[src/rtl/vpu_vec_pack_if.sv]
// rtl/vpu_vec_pack_if.sv - element input and vector output handshake bundle for vpu_vec_pack
//
// Signals:
//   in_valid/in_ready/in_data/in_last : one SEW-wide element per accepted cycle
//   out_valid/out_ready/out_flat/out_count : packed VLEN-wide vector and lane count
// Modports: master drives elements and consumes vectors; slave is the packer.

`ifndef VLEN
`define VLEN 32
`endif
`ifndef SEW
`define SEW 8
`endif

interface vpu_vec_pack_if;
    logic                            in_valid;
    logic                            in_ready;
    logic [`SEW-1:0]                 in_data;
    logic                            in_last;
    logic                            out_valid;
    logic                            out_ready;
    logic [`VLEN-1:0]                out_flat;
    logic [$clog2(`VLEN/`SEW):0]     out_count;

    modport master (
        output in_valid, in_data, in_last, out_ready,
        input  in_ready, out_valid, out_flat, out_count
    );

    modport slave (
        input  in_valid, in_data, in_last, out_ready,
        output in_ready, out_valid, out_flat, out_count
    );
endinterface

[src/rtl/vpu_vec_pack.sv]
// rtl/vpu_vec_pack.sv - packs a stream of SEW-wide elements into VLEN-wide lane-ordered vectors
//
// Ports:
//   clk : rising-edge clock
//   rst : asynchronous active-high reset
//   bus : vpu_vec_pack_if.slave (element input stream, packed vector output)
// Lane i of out_flat sits at [i*SEW +: SEW]; lanes past out_count read zero.

`ifndef VLEN
`define VLEN 32
`endif
`ifndef SEW
`define SEW 8
`endif

module vpu_vec_pack (
    input  logic          clk,
    input  logic          rst,
    vpu_vec_pack_if.slave bus
);
    localparam int VLEN  = `VLEN;
    localparam int SEW   = `SEW;
    localparam int LANES = VLEN / SEW;
    localparam int CW    = $clog2(LANES) + 1;
    localparam int IW    = CW - 1;
    localparam logic [IW-1:0] LAST_IDX = IW'(LANES - 1);

    typedef enum logic {FILL, HOLD} state_t;

    state_t          state;
    logic [IW-1:0]   idx;
    logic [VLEN-1:0] fill;
    logic [VLEN-1:0] out_flat_q;
    logic [CW-1:0]   out_count_q;
    logic            out_valid_q;

    logic            accept;
    logic            complete;
    logic            slot_free;
    logic            transfer;
    logic [VLEN-1:0] merged;

    // in_ready depends only on registered state, never on out_ready.
    assign bus.in_ready  = (state == FILL);
    assign bus.out_valid = out_valid_q;
    assign bus.out_flat  = out_flat_q;
    assign bus.out_count = out_count_q;

    always_comb begin
        accept    = bus.in_valid && (state == FILL);
        complete  = accept && ((idx == LAST_IDX) || bus.in_last);
        slot_free = !out_valid_q || bus.out_ready;
        // In HOLD the completed vector is already in fill; in FILL the
        // completing element is merged in so it can go straight out.
        transfer  = ((state == FILL) && complete && slot_free) ||
                    ((state == HOLD) && slot_free);
        merged    = fill;
        for (int i = 0; i < LANES; i++) begin
            if (accept && (idx == IW'(i))) begin
                merged[i*SEW +: SEW] = bus.in_data;
            end
        end
    end

    always_ff @(posedge clk or posedge rst) begin
        if (rst) begin
            state       <= FILL;
            idx         <= '0;
            fill        <= '0;
            out_flat_q  <= '0;
            out_count_q <= '0;
            out_valid_q <= 1'b0;
        end else if (transfer) begin
            out_flat_q  <= merged;
            out_count_q <= {1'b0, idx} + CW'(1);
            out_valid_q <= 1'b1;
            // Clearing fill here is what zero-pads lanes of an early-closed vector.
            fill        <= '0;
            idx         <= '0;
            state       <= FILL;
        end else begin
            if (bus.out_ready) begin
                out_valid_q <= 1'b0;
            end
            if (accept) begin
                fill <= merged;
                // idx is left on the final lane in HOLD so out_count = idx+1 on release.
                if (complete) begin
                    state <= HOLD;
                end else begin
                    idx <= idx + IW'(1);
                end
            end
        end
    end
endmodule

[src/flat_wrapper.sv]
// flat-port wrapper written by rule: the top's interface ports become plain ports
module vpu_vec_pack_flat 
  (clk, rst, bus_in_valid, bus_in_data, bus_in_last, bus_out_ready, bus_in_ready, bus_out_valid, bus_out_flat, bus_out_count);
  vpu_vec_pack_if bus_i ();
  input  logic clk;
  input  logic rst;
  input wire logic [$bits(bus_i.in_valid)-1:0] bus_in_valid;
  input wire logic [$bits(bus_i.in_data)-1:0] bus_in_data;
  input wire logic [$bits(bus_i.in_last)-1:0] bus_in_last;
  input wire logic [$bits(bus_i.out_ready)-1:0] bus_out_ready;
  output wire logic [$bits(bus_i.in_ready)-1:0] bus_in_ready;
  output wire logic [$bits(bus_i.out_valid)-1:0] bus_out_valid;
  output wire logic [$bits(bus_i.out_flat)-1:0] bus_out_flat;
  output wire logic [$bits(bus_i.out_count)-1:0] bus_out_count;
  assign bus_i.in_valid = bus_in_valid;
  assign bus_i.in_data = bus_in_data;
  assign bus_i.in_last = bus_in_last;
  assign bus_i.out_ready = bus_out_ready;
  assign bus_in_ready = bus_i.in_ready;
  assign bus_out_valid = bus_i.out_valid;
  assign bus_out_flat = bus_i.out_flat;
  assign bus_out_count = bus_i.out_count;
  vpu_vec_pack u_core (.clk(clk), .rst(rst), .bus(bus_i));
endmodule
[config.mk]
export PLATFORM = sky130hd
export DESIGN_NAME = vpu_vec_pack_flat
export DESIGN_NICKNAME = d
export VERILOG_FILES = /design/src/rtl/vpu_vec_pack_if.sv /design/src/rtl/vpu_vec_pack.sv /design/src/flat_wrapper.sv
export SDC_FILE = /design/constraint.sdc
export NUM_CORES = 1
export LEC_CHECK = 0
export CAP_MARGIN = 20
export CORE_AREA = 5 5 85 94
export CTS_CLUSTER_DIAMETER = 50
export CTS_CLUSTER_SIZE = 24
export DETAILED_ROUTE_END_ITERATION = 16
export DIE_AREA = 0 0 90 99
export PLACE_DENSITY_LB_ADDON = 0.2
export SLEW_MARGIN = 10
export SYNTH_ARGS = -nofsm -noshare
export SYNTH_HDL_FRONTEND = slang
export SYNTH_SLANG_ARGS = --single-unit
[constraint.sdc]
create_clock -name clk -period 3 [get_ports clk]
set_input_delay 0.6 -clock clk [delete_from_list [all_inputs] [get_ports clk]]
set_output_delay 0.6 -clock clk [all_outputs]
set_load 0.02 [all_outputs]
==> metrics <==
status finished, final reports clean; routed vias/inst 4.740; post-synthesis async set-or-reset flop share 1.000; final hold vios 0; critical path cell sequence clkdlybuf4s50_1 -> o21ai_1 -> a21boi_4 -> buf_12 -> mux2_1; critical path class in2reg; WHS 0.4913 ns; die area 8910 um2; R2R Path Start u_core.idx[0]$_DFFE_PP0P_; DR pass1 iterations 4; R2R Path End u_core.bus.out_count[1]$_DFFE_PP0P_; Max Slew Vio Count 0; # DRC 0; Yosys warning total 0; dominant synthesized flop cell dfrtp_1; Crit Path Max Fanout 49; CTS tree yes; vias in the first global route 1868; worst endpoint required time 3.22 ns; unrepaired setup endpoints after global routing no; via count 1716; Resized cells post-CTS 0; Hold Path Origin u_core.bus.out_count[2]$_DFFE_PP0P_; clk_lat worst skew 0.33 ns; largest net degree at the start of global routing 50; IO Port Bufs 49; FF-to-FF path depth 5; sequential fraction of the synthesis area 0.5885; mapped cell area 3019 um2; PD cells 930.9 nW/um2; Num CTS Buffers 9; Leak Pwr 1.894 nW; Setup WS pre-CTS 0.5243 ns; top cells by count, synth 71 x dfrtp_1, 35 x mux2i_1, 21 x inv_1, 20 x nor2_1; FP Rows 32; Final WS setup 0.8544 ns; Post-synth EDFFs 0; Clock H-tree levels 3; Crit-path slowest cell clkdlybuf4s50_1; # clock sinks 71; CTS clk-pin slew, worst paths 0.07 ns; grt ovf 0; Mapped Cells 219; final worst path period share 0.7152; first-pass GRT wire length 9404 um; clk_skew 0.008715 ns; layout net count 290; non-filler instance count after layout 362; Synth area leaders dfrtp_1 59%, mux2i_1 12%, mux2_4 7.5%; Max Fclk 466.1 MHz; Hold Path Cell Cnt 1; GRT Total Usage 0.1327; Peak VDD IR 0.3946 mV; Synth cell types 21; final wirelength 5372 um; share of the synthesized area in the top cell type 0.5885; most common cell in the netlist dfrtp_1; flops & latches, synth 71; CP bufs+invs 2; DIE WIDTH 90 um; maximum root-to-sink buffer count 2; critical path endpoint category flop; Avg Cell Area, Syn 13.79 um2; DR iter-0 viols 76; R2R Setup Slk 1.05 ns; worst slew pin tran 0.7759 ns; antenna-violating nets left 0; Die Y 99 um; Post-CTS Hold Buffers 0; antenna violations before repair 0; Core Area 6927 um2; Startpoint Class input pin; Tmin final 2.146 ns; Hold Path End u_core.bus.out_count[2]$_DFFE_PP0P_; I/O pins 50; Worst Hold Class reg2reg; routed len/inst 14.84 um; Post-CTS Setup Bufs 0; Initial Util 0.4359; final core utilization 0.5479; GP Congestion 0.7525; setup tns final 0 ns; Worst path max stage delay 0.59 ns; WP data arrival 2.36 ns; Worst slew margin 0.4820; hpwl dp 3631 um; delay-heaviest family, CP buffers and inverters; share of cells above drive strength 1 0.1913; # setup viols final 0; Antenna Cells 0; CTS root buf clkbuf_8; max cap viols 0; syn_nets 236; Yosys top cell by area dfrtp_1; area delta synth->final 25.69%; placed cell count 347
## worst max-delay path by stage
stage                                  start                                  end  cells past startpoint
finish                          bus_in_valid  u_core.bus.out_count[1]$_DFFE_PP0P_                      5
global route                    bus_in_valid  u_core.bus.out_count[1]$_DFFE_PP0P_                      5
CTS                 u_core.state$_DFFE_PP0P_                         bus_in_ready                      2
detailed placement              bus_in_valid  u_core.bus.out_count[1]$_DFFE_PP0P_                      5
global placement                bus_in_valid  u_core.bus.out_count[1]$_DFFE_PP0P_                      5
floorplan                                rst  u_core.bus.out_count[0]$_DFFE_PP0P_                      1
## final cells by class
type                       instances  area, um2
inverter                          21      78.83
multi-input combinational        118       1099
clock buffer                      11      151.4
tap                               85      106.4
sequential                        71       1777
clock inverter                     4      45.04
fill                             603       3132
timing repair buffer              52      538.0
## per-layer routing
metal / vias to the layer above / track usage / routed length [um]
li1: 824 / - / -
met1: 851 / 0.1761 / 2601
met3: 8 / 0.03435 / 191
met2: 33 / 0.2021 / 2468
met5: - / 0 / 0
met4: 0 / 0.06529 / 111
## worst reg2reg max path: stages, from the launching register on
cell and delay (ns):
dfrtp_1 0.41, ha_1 0.28, o21ai_1 0.14, a21boi_4 0.31, buf_12 0.30, mux2_1 0.39
## cells in the final DEF (no fill, tap or decap), drive strengths merged
cell type	Yosys	final
and2	1	1
ha	4	4
nand2	1	1
dfrtp	71	71
nand3b	4	4
xnor2	1	1
nor4b	1	1
nor2	20	20
clkinv	0	3
mux2i	35	35
clkdlybuf4s50	0	49
buf	9	3
clkbuf	0	11
a21boi	1	1
inv	21	21
o21ai	1	1
nand2b	1	1
mux2	33	33
bufinv	0	1
nor2b	15	15
## state kept, by name (all words and copies together) (netlist names)
signal and count:
u_core.bus.out_count 3, u_core.state 1, u_core.bus.out_valid 1, u_core.fill 32
u_core.idx 2, u_core.bus.out_flat 32
## per-stage QoR
step	cell area [um2]	power [W]
after CTS	3795	0.003588
after global routing	3795	0.003766
final	3795	0.003533
after floorplan	3019	0.002287
after global placement	3598	0.002800
after detailed placement	3598	0.002821
## cells by family after synthesis
| group | Yosys count | synth area share |
|---|---|---|
| AO/OA/AOI/OAI | 2 | 0.007873 |
| flip-flops | 71 | 0.5885 |
| multiplexers | 68 | 0.2578 |
| adder cells (fa/ha/maj) | 4 | 0.01658 |
| XOR/XNOR | 1 | 0.002901 |
| AND/OR/NAND/NOR | 43 | 0.07874 |
| buffers and inverters | 30 | 0.04766 |
## report_power, final
part / internal, W / switching, W / total (W)
logic: 0.000692 / 0.000655 / 0.00135
registers: 0.00129 / 0.000145 / 0.00143
clock network: 0.000421 / 0.000331 / 0.000751
Power figures use the tool's default switching activity.
